[config.mk]
export PLATFORM = sky130hd
export DESIGN_NAME = dh_link_arbiter_flat
export DESIGN_NICKNAME = d
export VERILOG_FILES = /design/src/rtl/dh_link_pkg.sv /design/src/rtl/dh_link_arbiter_if.sv /design/src/rtl/dh_req_latch.sv /design/src/rtl/dh_link_arbiter.sv /design/src/flat_wrapper.sv
export SDC_FILE = /design/constraint.sdc
export NUM_CORES = 1
export LEC_CHECK = 0
export BUFFER_PORTS_ARGS = -buffer_cell sky130_fd_sc_hd__buf_4
export CAP_MARGIN = 20
export CORE_MARGIN = 1.5
export CORE_UTILIZATION = 50
export DETAILED_ROUTE_END_ITERATION = 10
export HOLD_SLACK_MARGIN = 0.15
export PLACE_DENSITY = 0.74
export SYNTH_ARGS = -nofsm -noshare
export SYNTH_HDL_FRONTEND = slang
export SYNTH_HIERARCHICAL = 1
export SYNTH_SLANG_ARGS = --single-unit
[constraint.sdc]
create_clock -name clk -period 2.3 [get_ports clk]
set_input_delay 0.46 -clock clk [delete_from_list [all_inputs] [get_ports clk]]
set_output_delay 0.46 -clock clk [all_outputs]
set_load 0.01 [all_outputs]
[src/rtl/dh_link_pkg.sv]
// Shared types for the drone/CC link arbiter: FSM states, grant encodings
// and the round-robin pick between the two drone request latches.
package dh_link_pkg;

  typedef enum logic [1:0] {
    IDLE    = 2'd0,
    SEND    = 2'd1,
    WAIT_CC = 2'd2,
    DELIVER = 2'd3
  } state_t;

  typedef enum logic [1:0] {
    GNT_NONE = 2'b00,
    GNT_D1   = 2'b01,
    GNT_D2   = 2'b10
  } gnt_t;

  // On a tie the drone that did not own the channel last time wins.
  function automatic gnt_t rr_pick(input logic p1, input logic p2, input gnt_t last);
    gnt_t pick;
    pick = GNT_NONE;
    if (p1 && p2) begin
      if (last == GNT_D1) pick = GNT_D2;
      else                pick = GNT_D1;
    end else if (p1) begin
      pick = GNT_D1;
    end else if (p2) begin
      pick = GNT_D2;
    end
    return pick;
  endfunction

endpackage

[src/rtl/dh_link_arbiter_if.sv]
// Drone-side and CC-side message bus of the link arbiter.
// slave: the arbiter's view; master: the view of whatever drives the drones and CC.
interface dh_link_arbiter_if #(parameter int N = 8);
  logic           mess_rdy_d1;
  logic [2*N-1:0] mess_d1;
  logic           mess_rdy_d2;
  logic [2*N-1:0] mess_d2;
  logic [N-1:0]   mess_input_d1;
  logic           received_d1;
  logic [N-1:0]   mess_input_d2;
  logic           received_d2;
  logic           drone_rdy;
  logic [2*N-1:0] mess_input_cc;
  logic [N-1:0]   mess_out_cc;
  logic           cc_rdy;
  logic [1:0]     grant;
  logic           timeout_err;
  logic           overrun_err;

  modport slave (
    input  mess_rdy_d1, mess_d1, mess_rdy_d2, mess_d2, mess_out_cc, cc_rdy,
    output mess_input_d1, received_d1, mess_input_d2, received_d2,
           drone_rdy, mess_input_cc, grant, timeout_err, overrun_err
  );

  modport master (
    output mess_rdy_d1, mess_d1, mess_rdy_d2, mess_d2, mess_out_cc, cc_rdy,
    input  mess_input_d1, received_d1, mess_input_d2, received_d2,
           drone_rdy, mess_input_cc, grant, timeout_err, overrun_err
  );
endinterface

[src/rtl/dh_req_latch.sv]
// One-deep request holder for a single drone: pend flag, message register, overrun detect.
// Request strobe at an edge is visible on o_pend/o_msg after that edge; o_ovr is combinational.
module dh_req_latch #(parameter int W = 16) (
  input  logic         clk,
  input  logic         rst,
  input  logic         i_ena,
  input  logic         i_req_vld,
  input  logic [W-1:0] i_req_dat,
  input  logic         i_clr,
  output logic         o_pend,
  output logic [W-1:0] o_msg,
  output logic         o_ovr
);

  logic         r_pend;
  logic [W-1:0] r_msg;

  // A request arriving on the same edge this one is granted is a fresh request.
  assign o_ovr  = i_req_vld & r_pend & ~i_clr;
  assign o_pend = r_pend;
  assign o_msg  = r_msg;

  always_ff @(posedge clk or posedge rst) begin
    if (rst) begin
      r_pend <= 1'b0;
      r_msg  <= '0;
    end else if (i_ena) begin
      if (i_req_vld) begin
        r_pend <= 1'b1;
        r_msg  <= i_req_dat;
      end else if (i_clr) begin
        r_pend <= 1'b0;
      end
    end
  end

endmodule

[src/rtl/dh_link_arbiter.sv]
// Registered round-robin arbiter linking two drone key-exchange engines to one CC engine.
// Request to drone_rdy: 2 edges; cc_rdy to received: 1 edge; WAIT_CC aborts after TIMEOUT cycles.
module dh_link_arbiter
  import dh_link_pkg::*;
#(
  parameter int N       = 8,
  parameter int TIMEOUT = 64
) (
  input logic           clk,
  input logic           rst,
  input logic           ena,
  dh_link_arbiter_if.slave bus
);

  localparam int CW = $clog2(TIMEOUT);

  state_t         r_state;
  gnt_t           r_grant;
  gnt_t           r_last;
  logic           r_drone_rdy;
  logic           r_rcv1;
  logic           r_rcv2;
  logic           r_tout;
  logic           r_ovr;
  logic [2*N-1:0] r_cc_msg;
  logic [N-1:0]   r_rep1;
  logic [N-1:0]   r_rep2;
  logic [CW-1:0]  r_cnt;

  logic           w_pend1;
  logic           w_pend2;
  logic           w_ovr1;
  logic           w_ovr2;
  logic [2*N-1:0] w_msg1;
  logic [2*N-1:0] w_msg2;
  gnt_t           w_pick;
  logic           w_clr1;
  logic           w_clr2;

  assign w_pick = (r_state == IDLE) ? rr_pick(w_pend1, w_pend2, r_last) : GNT_NONE;
  assign w_clr1 = (w_pick == GNT_D1);
  assign w_clr2 = (w_pick == GNT_D2);

  dh_req_latch #(.W(2*N)) u_req_d1 (
    .clk       (clk),
    .rst       (rst),
    .i_ena     (ena),
    .i_req_vld (bus.mess_rdy_d1),
    .i_req_dat (bus.mess_d1),
    .i_clr     (w_clr1),
    .o_pend    (w_pend1),
    .o_msg     (w_msg1),
    .o_ovr     (w_ovr1)
  );

  dh_req_latch #(.W(2*N)) u_req_d2 (
    .clk       (clk),
    .rst       (rst),
    .i_ena     (ena),
    .i_req_vld (bus.mess_rdy_d2),
    .i_req_dat (bus.mess_d2),
    .i_clr     (w_clr2),
    .o_pend    (w_pend2),
    .o_msg     (w_msg2),
    .o_ovr     (w_ovr2)
  );

  always_ff @(posedge clk or posedge rst) begin
    if (rst) begin
      r_state     <= IDLE;
      r_grant     <= GNT_NONE;
      r_last      <= GNT_D2;
      r_drone_rdy <= 1'b0;
      r_rcv1      <= 1'b0;
      r_rcv2      <= 1'b0;
      r_tout      <= 1'b0;
      r_ovr       <= 1'b0;
      r_cc_msg    <= '0;
      r_rep1      <= '0;
      r_rep2      <= '0;
      r_cnt       <= '0;
    end else if (ena) begin
      r_tout <= 1'b0;
      r_ovr  <= w_ovr1 | w_ovr2;
      case (r_state)
        IDLE: begin
          if (w_pick != GNT_NONE) begin
            r_grant     <= w_pick;
            r_last      <= w_pick;
            r_drone_rdy <= 1'b1;
            r_cc_msg    <= (w_pick == GNT_D1) ? w_msg1 : w_msg2;
            r_state     <= SEND;
          end
        end
        SEND: begin
          r_drone_rdy <= 1'b0;
          r_cnt       <= '0;
          r_state     <= WAIT_CC;
        end
        WAIT_CC: begin
          // A reply on the final count still completes the transaction.
          if (bus.cc_rdy) begin
            if (r_grant == GNT_D1) begin
              r_rep1 <= bus.mess_out_cc;
              r_rcv1 <= 1'b1;
            end else begin
              r_rep2 <= bus.mess_out_cc;
              r_rcv2 <= 1'b1;
            end
            r_state <= DELIVER;
          end else if (r_cnt == CW'(TIMEOUT - 1)) begin
            r_tout  <= 1'b1;
            r_grant <= GNT_NONE;
            r_state <= IDLE;
          end else begin
            r_cnt <= r_cnt + CW'(1);
          end
        end
        DELIVER: begin
          r_rcv1   <= 1'b0;
          r_rcv2   <= 1'b0;
          r_rep1   <= '0;
          r_rep2   <= '0;
          r_grant  <= GNT_NONE;
          r_cc_msg <= '0;
          r_state  <= IDLE;
        end
        default: r_state <= IDLE;
      endcase
    end
  end

  assign bus.mess_input_d1 = r_rep1;
  assign bus.received_d1   = r_rcv1;
  assign bus.mess_input_d2 = r_rep2;
  assign bus.received_d2   = r_rcv2;
  assign bus.drone_rdy     = r_drone_rdy;
  assign bus.mess_input_cc = r_cc_msg;
  assign bus.grant         = r_grant;
  assign bus.timeout_err   = r_tout;
  assign bus.overrun_err   = r_ovr;

endmodule
[src/flat_wrapper.sv]
// flat-port wrapper written by rule: the top's interface ports become plain ports
module dh_link_arbiter_flat import dh_link_pkg::*;
#(
  parameter int N       = 8,
  parameter int TIMEOUT = 64
)
  (clk, rst, ena, bus_mess_rdy_d1, bus_mess_d1, bus_mess_rdy_d2, bus_mess_d2, bus_mess_out_cc, bus_cc_rdy, bus_mess_input_d1, bus_received_d1, bus_mess_input_d2, bus_received_d2, bus_drone_rdy, bus_mess_input_cc, bus_grant, bus_timeout_err, bus_overrun_err);
  dh_link_arbiter_if #(.N(N)) bus_i ();
  input logic clk;
  input logic rst;
  input logic ena;
  input wire logic [$bits(bus_i.mess_rdy_d1)-1:0] bus_mess_rdy_d1;
  input wire logic [$bits(bus_i.mess_d1)-1:0] bus_mess_d1;
  input wire logic [$bits(bus_i.mess_rdy_d2)-1:0] bus_mess_rdy_d2;
  input wire logic [$bits(bus_i.mess_d2)-1:0] bus_mess_d2;
  input wire logic [$bits(bus_i.mess_out_cc)-1:0] bus_mess_out_cc;
  input wire logic [$bits(bus_i.cc_rdy)-1:0] bus_cc_rdy;
  output wire logic [$bits(bus_i.mess_input_d1)-1:0] bus_mess_input_d1;
  output wire logic [$bits(bus_i.received_d1)-1:0] bus_received_d1;
  output wire logic [$bits(bus_i.mess_input_d2)-1:0] bus_mess_input_d2;
  output wire logic [$bits(bus_i.received_d2)-1:0] bus_received_d2;
  output wire logic [$bits(bus_i.drone_rdy)-1:0] bus_drone_rdy;
  output wire logic [$bits(bus_i.mess_input_cc)-1:0] bus_mess_input_cc;
  output wire logic [$bits(bus_i.grant)-1:0] bus_grant;
  output wire logic [$bits(bus_i.timeout_err)-1:0] bus_timeout_err;
  output wire logic [$bits(bus_i.overrun_err)-1:0] bus_overrun_err;
  assign bus_i.mess_rdy_d1 = bus_mess_rdy_d1;
  assign bus_i.mess_d1 = bus_mess_d1;
  assign bus_i.mess_rdy_d2 = bus_mess_rdy_d2;
  assign bus_i.mess_d2 = bus_mess_d2;
  assign bus_i.mess_out_cc = bus_mess_out_cc;
  assign bus_i.cc_rdy = bus_cc_rdy;
  assign bus_mess_input_d1 = bus_i.mess_input_d1;
  assign bus_received_d1 = bus_i.received_d1;
  assign bus_mess_input_d2 = bus_i.mess_input_d2;
  assign bus_received_d2 = bus_i.received_d2;
  assign bus_drone_rdy = bus_i.drone_rdy;
  assign bus_mess_input_cc = bus_i.mess_input_cc;
  assign bus_grant = bus_i.grant;
  assign bus_timeout_err = bus_i.timeout_err;
  assign bus_overrun_err = bus_i.overrun_err;
  dh_link_arbiter #(.N(N), .TIMEOUT(TIMEOUT)) u_core (.clk(clk), .rst(rst), .ena(ena), .bus(bus_i));
endmodule
==> metrics.yaml, run 1 <==
die:
  fp.dieW_um: 91.5
  die_area_mm2: 0.00837
  die_y_um: 91.5
  fp.coreArea_mm2: 0.00765
  rows: 32
  num_io_pins: 85
  start_util_pct: 51.2
placed_design:
  gp_congestion: 0.829
  port_buffers: 84
  dp_hpwl_um: 5550
  pre_cts_ws_ns: 0.252
  placed_area_mm2: 0.00460
clock_tree:
  clk_path_buf_depth: 2
  clk_latency_ns: 0.35
  ctsHtreeMaxLevel: 3
  postCtsSetupBuffers: 0
  cts_tree: "done"
  clk_pin_slew_ns: 0.09
  clock_sink_count: 83
  cts_buffers: 9
  hold_buffers: 0
  postCtsResizedCells: 0
  cts-root-buf: "clkbuf_8"
critical_path:
  critPathMaxStageDelay_ns: 0.65
  startpoint: "u_core/r_state[1]"
  path_max_fanout: 16
  crit_chain: "inv_1 > ha_1 > nand2_2 > or3_1 > o2bb2ai_1"
  cp-start-kind: "flip-flop"
  crit_path_end_kind: "flip-flop"
  cp_slowest_cell: "or3_1"
  reg2reg_depth: 5
  ff2ff_setup_slack_ns: 0.24
  reg2reg_to: "u_core/bus.mess_input_cc[0]"
  r2r_start: "u_core/r_state[1]"
  crit_required_ns: 2.57
  crit_type: "reg -> reg"
  crit_end: "u_core/bus.mess_input_cc[0]"
  arrival_ns: 2.32
power:
  p_leak_nw: 2.26
  powerDensity_mw_per_mm2: 1130
  p_sw_share_pct: 34.6
  power_mw: 5.41
  power.share.clock_pct: 18.6
  combPwrFrac_pct: 39.9
  ir_worst_vdd_mv: 0.487
  internal_power_mw: 3.54
  power.net_switching_mw: 1.87
  seq_power_share_pct: 41.5
drt:
  viasPerCell: 5.35
  num_vias: 2598
  drt-total-wl_um: 8150
  wl_per_cell_um: 16.8
  ant_nets: 0
  dr.pass1.iters: 4
  drc: 0
  drtIter0Drc: 85
synthesis:
  synth.most_common_cell: "dfrtp_1"
  synth_seq_cells: 83
  yosys.area.top_type_share_pct: 52.4
  netlist_top_cells_area: "dfrtp_1 (52%), mux2_2 (8.1%), mux2_4 (7.7%), mux2i_1 (5.4%), o2bb2ai_1 (2.9%)"
  synth_compound_area_share_pct: 11.3
  synth_cell_types: 49
  synthAdderAreaFrac_pct: 1.92
  syn_nets: 344
  avgSynthCellArea_um2: 13.4
  yosys.area.top_type: "dfrtp_1"
  syn-instance-count: 292
  synth_common_cells: "dfrtp_1 (82), mux2_2 (28), mux2i_1 (21)"
  synth_sequential_area_ratio_pct: 53.1
  synthSimpleGateAreaFrac_pct: 8.02
  synth_top_family_by_area: "multiplexers"
  synth_enable_flop_cells: 0
  synth-xor-area-share_pct: 0
  yosysWarnings: 6
  synthMuxAreaShare_pct: 21.4
  synth.cell_area_mm2: 0.00391
  ys.flop_type: "dfrtp_1"
  synth_async_sr_flop_share_pct: 100
min_path:
  min_path_type: "in -> async"
timing:
  finalCriticalPeriod_ns: 2.06
  rsz0062_at_grt: "no"
  hold_viol: 0
  post-route-period-util_pct: 89.4
  worstMarginPinSlew_ns: 0.873
  fmax_mhz: 486
  setup_viol: 0
  final.setup.worst_slack_ns: 0.244
  relSlewSlack_pct: 41.8
  drv_slew: 0
  setup-tns-final_ns: 0
  finClkSkew_ns: 0.00791
final_layout:
  drive_gt1_share_pct: 45.3
  nNetsFinal: 432
  finalInstanceArea_mm2: 0.00478
  diodes: 0
  area.growth.synth_to_final_pct: 22.1
  fill_cells: 571
global_route:
  grt_pass1_vias: 2713
  grt.total_usage_pct: 20.8
  overflow: 0
  antenna_found_initial: 0
  grt_pass1_wl_um: 13600
  grt_max_degree: 34
run:
  cap_violations: 0
outcome:
  status: "complete, no violations"
-- worst max-delay path: cells and delay by family (launching register included) --
kind | cells | cell delay (ns)
and+or+nand+nor | 2 | 0.74
adders and majority gates | 1 | 0.39
AOI/OAI and AO/OA | 1 | 0.27
buffers and inverters | 1 | 0.13
DFF | 1 | 0.45
-- state kept, by name, summed over array words and instances (netlist names) --
register and cells:
u_core/bus.mess_input_cc 16, u_core/u_req_d1/o_msg 16, u_core/u_req_d2/o_msg 16, u_core/bus.mess_input_d1 8
u_core/bus.mess_input_d2 8, u_core/r_cnt 6, u_core/bus.grant 2, u_core/r_last 2
u_core/r_state 2, u_core/bus.drone_rdy 1, u_core/bus.overrun_err 1, u_core/bus.received_d1 1
u_core/bus.received_d2 1, u_core/bus.timeout_err 1, u_core/u_req_d1/o_pend 1, u_core/u_req_d2/o_pend 1
-- power groups by stage --
stage / combinational (mW) / sequential, mW / clock (mW)
final: 2.16 / 2.24 / 1.01
after floorplan: 1.29 / 2.33 / 0
after detailed placement: 2.18 / 2.26 / 0
after global placement: 2.11 / 2.25 / 0
after CTS: 2.18 / 2.24 / 1.04
after global routing: 2.35 / 2.30 / 1.09
-- stage by stage --
step	hold slack, ns	util (%)	instances
after floorplan	0.386	-	292
final	0.237	62.5	486
after global placement	0.474	60.1	471
after detailed placement	0.480	60.1	471
after CTS	0.250	62.5	486
after global routing	0.297	62.5	486
-- worst min-delay path by stage --
stage,from,end,cells after the start
final,rst,u_core/bus.mess_input_cc[4],2
after global routing,rst,u_core/bus.mess_input_cc[4],2
after CTS,rst,u_core/u_req_d1/o_msg[4],2
after detailed placement,u_core/bus.mess_input_cc[9],u_core/bus.mess_input_cc[9],1
after global placement,u_core/r_last[1],u_core/r_last[1],2
after floorplan,rst,u_core/u_req_d1/o_msg[0],1
-- logic make-up (layout without fill, tap and decap cells) --
family          count (synthesis)  in the layout
mux                            70             70
fa+ha+maj                       6              6
compound gates                 52             52
buf+inv                        25            117
simple gates                   56             56
flops                          83             83
-- layout by cell type (no fill, tap or decap), drive strengths merged, types with 4 or more instances in the layout --
cell type  count
a21oi         10
ha             6
buf           89
nor2b         12
inv           13
nand2         20
mux2          49
nand2b         5
mux2i         21
o2bb2ai       17
a22o           4
nor2           7
clkbuf        10
o21ai          8
nand3          4
dfrtp         82
-- routing by layer --
metal	track usage [%]	routed length [µm]
met1	28.0	3760
met2	33.1	3880
met3	3.94	413
met4	8.46	93
met5	0	0
-- layout make-up --
type                       count  area (µm²)  area share (%)
clock inverter                 5        55.1            1.15
sequential                    83        2080            43.5
timing repair buffer          89         668            14.0
clock buffer                  10         128            2.67
inverter                      13        48.8            1.02
tap                          102         128            2.67
multi-input combinational    184        1670            35.0
Note: power is estimated with default switching activity, not from simulation.
==> run 2, diff against run 1 <==
Settings changed: MAX_ROUTING_LAYER from default to met4, PLACE_DENSITY 0.74 to 0.75, SYNTH_HIERARCHICAL 1 to default.
==> run 2 against run 1 <==
Compared with the run above:
- final cell count fell by 0.82%
- count of clock-buffer cells in the layout rose by 1
- critical path type unchanged
- design area fell by 4.2%
- register-to-register slack improved by 0.29 ns
- wire length fell by 6.0%
- highest routed layer unchanged
- clock power rose by 9%
- non-clock buffer count rose by 4
- die area fell by 7.1%
- sequential cell count did not move
- combinational power fell by 12%
==> metrics.yaml, run 2 <==
synthesis:
  syn-instance-count: 295  # +1.0%
  yosysWarnings: 0  # -6
  netlist_top_cells_area: "dfrtp_1 (57%), mux2_2 (10%), mux2i_1 (4.4%), o2bb2ai_1 (4.3%), nand2_1 (2.5%)"
  yosys.area.top_type_share_pct: 56.6  # +4.2 points
  synth_sequential_area_ratio_pct: 57.3  # +4.2 points
  synth_async_sr_flop_share_pct: 100  # unchanged
  synth.cell_area_mm2: 0.00362  # -7.4%
  synth.most_common_cell: "dfrtp_1"
  synth_enable_flop_cells: 0  # unchanged
  synth_common_cells: "dfrtp_1 (82), mux2_2 (33), nand2_1 (24)"
  synth_cell_types: 47  # -4.1%
  syn_nets: 342  # -0.58%
  avgSynthCellArea_um2: 12.3  # -8.3%
  yosys.area.top_type: "dfrtp_1"
  ys.flop_type: "dfrtp_1"
  synth_seq_cells: 83  # unchanged
timing:
  rsz0062_at_grt: "no"
  setup-tns-final_ns: 0  # unchanged
  drv_slew: 0  # unchanged
  finClkSkew_ns: 0.0140  # +0.00613 ns
  fmax_mhz: 567  # +17%
  setup_viol: 0  # unchanged
  finalCriticalPeriod_ns: 1.76  # -0.292 ns
  post-route-period-util_pct: 76.7  # -13 points
  hold_viol: 0  # unchanged
  relSlewSlack_pct: 48.3  # +6.5 points
  worstMarginPinSlew_ns: 0.774  # -0.0991 ns
power:
  ir_worst_vdd_mv: 0.618  # +27%
  powerDensity_mw_per_mm2: 1140  # +0.84%
  p_leak_nw: 2.22  # -2.0%
die:
  rows: 30  # -6.3%
  fp.dieW_um: 88.1  # -3.6%
  start_util_pct: 52.5  # +1.3 points
  die_area_mm2: 0.00777  # -7.1%
  num_io_pins: 85  # unchanged
  die_y_um: 88.1  # -3.6%
  fp.coreArea_mm2: 0.00691  # -9.7%
drt:
  viasPerCell: 5.52  # +3.3%
  ant_nets: 0  # unchanged
  wl_per_cell_um: 15.9  # -5.2%
  drt-total-wl_um: 7660  # -6.0%
  drtIter0Drc: 83  # -2.4%
  drc: 0  # unchanged
  num_vias: 2661  # +2.4%
  dr.pass1.iters: 5  # +1
critical_path:
  crit_required_ns: 2.50  # -0.07 ns
  path_delay_family: "compound AO/OA/AOI/OAI gates"
  critPathMaxStageDelay_ns: 0.53  # -0.12 ns
  arrival_ns: 1.96  # -0.36 ns
  cp_slowest_cell: "dfrtp_1"
  cp_num_buf_inv: 0  # -1
  crit_chain: "nor2_1 > o21ai_0 > a221oi_1 > o22ai_1"
  crit_path_end_kind: "flip-flop"
  crit_type: "reg -> reg"
  cp-start-kind: "flip-flop"
  path_max_fanout: 15  # -1
global_route:
  antenna_found_initial: 0  # unchanged
  grt_pass1_wl_um: 12300  # -8.9%
  overflow: 0  # unchanged
  grt_max_degree: 41  # +21%
  grt_pass1_vias: 2572  # -5.2%
  grt.total_usage_pct: 21.4  # +0.58 points
placed_design:
  dp_cells: 468  # -0.64%
  port_buffers: 84  # unchanged
  gp_congestion: 0.820  # -1.0%
  dp_hpwl_um: 5300  # -4.4%
final_layout:
  diodes: 0  # unchanged
  final_util_pct: 66.3  # +3.8 points
  fin_cells: 482  # -0.82%
  area.growth.synth_to_final_pct: 26.3
  final_common_cell: "buf_4"
  layout_common_cells: "buf_4 (92), dfrtp_1 (82), mux2_2 (33), nand2_1 (24), o2bb2ai_1 (18)"
  drive_gt1_share_pct: 37.3  # -8.0 points
  nNetsFinal: 430  # -0.46%
clock_tree:
  hold_buffers: 0  # unchanged
  cts-root-buf: "clkbuf_8"
  cts_buffers: 9  # unchanged
  postCtsSetupBuffers: 0  # unchanged
  ctsHtreeMaxLevel: 3  # unchanged
  postCtsResizedCells: 0  # unchanged
  clk_path_buf_depth: 2  # unchanged
  clk_latency_ns: 0.34  # about the same
  clock_sink_count: 83  # unchanged
  clk_pin_slew_ns: 0.09  # about the same
  cts_tree: "done"
outcome:
  status: "complete, no violations"
run:
  cap_violations: 0  # unchanged
min_path:
  min_path_type: "in -> async"
run 2: where the power goes:
group	switching (mW)	internal [mW]	leakage [nW]
logic	0.926	0.972	1.10
registers	0.327	1.90	1.02
clock network	0.496	0.600	0.0992
total	1.75	3.48	2.22
run 2: cell families after synthesis:
family / share of synthesized area (%)
adders and majority gates: 0.345
muxes: 14.7
AOI/OAI and AO/OA: 16.4
buffers and inverters: 3.83
and+or+nand+nor: 7.42
DFF: 57.3
run 2: stage by stage:
stage / power, mW / area [µm²] / setup slack (ns) / hold WS (ns)
global placement: 4.11 / 4380 / 0.484 / 0.463
global route: 5.55 / 4580 / 0.391 / 0.198
finish: 5.23 / 4580 / 0.536 / 0.172
floorplan: 3.35 / 3630 / 0.810 / 0.473
CTS: 5.26 / 4580 / 0.560 / 0.177
detailed placement: 4.17 / 4380 / 0.466 / 0.469
run 2: worst paths after layout:
kind / startpoint / to / slack [ns] / cells past startpoint
worst max-delay path: u_core.r_state[1] / u_core.bus.grant[1] / 0.54 / 4
worst min-delay path: rst / u_core.r_cnt[3] / 0.17 / 2
worst max register to register: u_core.r_state[1] / u_core.bus.grant[1] / 0.54 / 4
worst min register to register: u_core.bus.mess_input_d1[1] / u_core.bus.mess_input_d1[1] / 0.48 / 2
max in group asynchronous: rst / u_core.u_req_d1.o_msg[15] / 1.47 / 3
min in group clk: bus_mess_d2[6] / u_core.u_req_d2.o_msg[6] / 0.34 / 2
run 2: final cells by class:
cell class	instances	area, µm²
Clock buffer	11	131
Multi-Input combinational cell	180	1410
Fill cell	569	2330
Timing Repair Buffer	93	711
Inverter	16	63.8
Tap cell	96	120
Clock inverter	3	65.1
Sequential cell	83	2080
run 2: per-layer routing:
metal,vias to the layer above,share of wire (%),global-route usage (%)
met5,-,0,-
met4,0,1.8,8.10
met3,13,5.3,3.96
met2,93,47,32.9
met1,1286,46,28.3
li1,1269,-,-
==> run 3, diff against run 2 <==
Clock period 2.3 ns to 1.72 ns, I/O delays scaled along.
==> run 3 against run 2 <==
Compared with the run above:
- largest cell class unchanged
- global-route usage rose by 0.79 points
- largest power group unchanged
- clock skew fell by 0.0050 ns
- wire length rose by 1.8%
- highest routed layer unchanged
- maximum frequency rose by 13%
- combinational power rose by 40%
- first-iteration DRC count fell by 3.6%
==> metrics.yaml, run 3 (synthesis gave the netlist of run 2 again) <==
outcome:
  status: "complete, no violations"
placed_design:
  port_buffers: 84  # unchanged
  gp_congestion: 0.832  # +1.4%
  dp_hpwl_um: 5490  # +3.6%
critical_path:
  arrival_ns: 1.83  # -0.13 ns
  cp_num_buf_inv: 1  # +1
  cp-start-kind: "flip-flop"
  critPathMaxStageDelay_ns: 0.42  # -0.11 ns
  crit_required_ns: 1.98  # -0.52 ns
  crit_path_end_kind: "flip-flop"
  path_delay_family: "compound AO/OA/AOI/OAI gates"
  cp_slowest_cell: "dfrtp_1"
  path_max_fanout: 11  # -4
  crit_chain: "buf_4 > and2b_1 > o2111a_1 > a41oi_1 > a221oi_1"
  crit_type: "reg -> reg"
clock_tree:
  cts_tree: "done"
  cts_buffers: 9  # unchanged
  clk_pin_slew_ns: 0.09  # about the same
  cts-root-buf: "clkbuf_8"
  ctsHtreeMaxLevel: 3  # unchanged
  clock_sink_count: 83  # unchanged
  clk_latency_ns: 0.35  # about the same
  postCtsSetupBuffers: 0  # unchanged
  clk_path_buf_depth: 2  # unchanged
timing:
  holdWs_ns: 0.216  # +0.0436 ns
  post-route-period-util_pct: 91.1  # +14 points
  fmax_mhz: 638  # +13%
  setup-tns-final_ns: 0  # unchanged
  worstMarginPinSlew_ns: 0.647  # -0.127 ns
  finalCriticalPeriod_ns: 1.57  # -0.198 ns
  setup_viol: 0  # unchanged
  rsz0062_at_grt: "no"
  drv_slew: 0  # unchanged
  relSlewSlack_pct: 56.9  # +8.6 points
  hold_viol: 0  # unchanged
  finClkSkew_ns: 0.00904  # -0.00500 ns
drt:
  num_vias: 2726  # +2.4%
  drc: 0  # unchanged
  drt-total-wl_um: 7800  # +1.8%
  wl_per_cell_um: 15.9  # -0.25%
  ant_nets: 0  # unchanged
  drtIter0Drc: 80  # -3.6%
  dr.pass1.iters: 4  # -1
  viasPerCell: 5.54  # +0.36%
final_layout:
  area.growth.synth_to_final_pct: 28.6
  layout_common_cells: "buf_4 (97), dfrtp_1 (82), mux2_2 (33), nand2_1 (24), o2bb2ai_1 (18)"
  diodes: 0  # unchanged
  drive_gt1_share_pct: 39.6  # +2.3 points
  nNetsFinal: 438  # +1.9%
  final_common_cell: "buf_4"
run:
  cap_violations: 0  # unchanged
die:
  start_util_pct: 52.5  # unchanged
  die_area_mm2: 0.00777  # unchanged
  fp.dieW_um: 88.1  # unchanged
  rows: 30  # unchanged
  num_io_pins: 85  # unchanged
  fp.coreArea_mm2: 0.00691  # unchanged
  die_y_um: 88.1  # unchanged
global_route:
  grt_pass1_vias: 2688  # +4.5%
  grt_max_degree: 48  # +17%
  antenna_found_initial: 0  # unchanged
  grt.total_usage_pct: 22.2  # +0.79 points
  grt_pass1_wl_um: 12600  # +2.5%
  overflow: 0  # unchanged
power:
  p_leak_nw: 2.25  # +1.5%
  powerDensity_mw_per_mm2: 1480  # +30%
  ir_worst_vdd_mv: 0.705  # +14%
min_path:
  min_path_type: "in -> reg"
run 3: changes by cell type in the layout (fill, tap and decap cells not counted), sizes merged:
cell / change
buf: +7
dlygate4sd3: +1
bufinv: -2
clkinvlp: +3
inv: +1
clkbuf: -1
clkinv: +1
run 3: area by class of cell:
class | instances | area [µm²]
well taps | 96 | 120
fillers | 570 | 2240
clock buffers | 10 | 138
repair buffers | 101 | 798
inverters | 16 | 63.8
clock inverters | 6 | 48.8
flip-flops and latches | 83 | 2080
multi-input cells | 180 | 1420
run 3: repair_timing:
item                                   4_1_cts  5_1_grt
setup endpoints to repair                    0       18
gates resized for setup                      0        2
endpoints found under the hold margin        5        0
hold buffers                                 1        0
run 3: final timing paths:
path | startpoint | end | slack (ns) | cells past startpoint
worst max-delay path | u_core.r_state[1] | u_core.r_cnt[5] | 0.15 | 5
worst min-delay path | bus_mess_d1[0] | u_core.u_req_d1.o_msg[0] | 0.22 | 2
worst max register to register | u_core.r_state[1] | u_core.r_cnt[5] | 0.15 | 5
worst min register to register | u_core.bus.mess_input_d1[0] | u_core.bus.mess_input_d1[0] | 0.48 | 2
max in group asynchronous | rst | u_core.r_last[1] | 0.70 | 4
min in group asynchronous | rst | u_core.r_cnt[5] | 0.47 | 3
run 3: power by group:
part           switching, mW  internal, mW  leakage (nW)  total (mW)
sequential             0.403          2.55          1.02        2.95
combinational           1.30          1.36          1.15        2.66
clock                  0.730         0.573        0.0851        1.30
total                   2.44          4.48          2.25        6.92
run 3: layer usage:
metal | vias to the layer above | wire (µm) | track usage, %
li1 | 1286 | - | -
met5 | - | 0 | -
met2 | 83 | 3690 | 33.4
met4 | 0 | 161 | 10.7
met1 | 1343 | 3470 | 28.8
met3 | 14 | 472 | 4.62
run 3: stage by stage:
stage	util (%)	power, mW	instance area [µm²]	setup slack (ns)	instances
after floorplan	-	4.49	3630	0.290	295
after global placement	64.5	5.56	4460	0.211	475
after detailed placement	64.5	5.64	4460	0.130	475
after CTS	67.4	6.95	4650	0.125	492
after global routing	67.5	7.36	4660	0.0133	492
final	67.5	6.92	4660	0.154	492
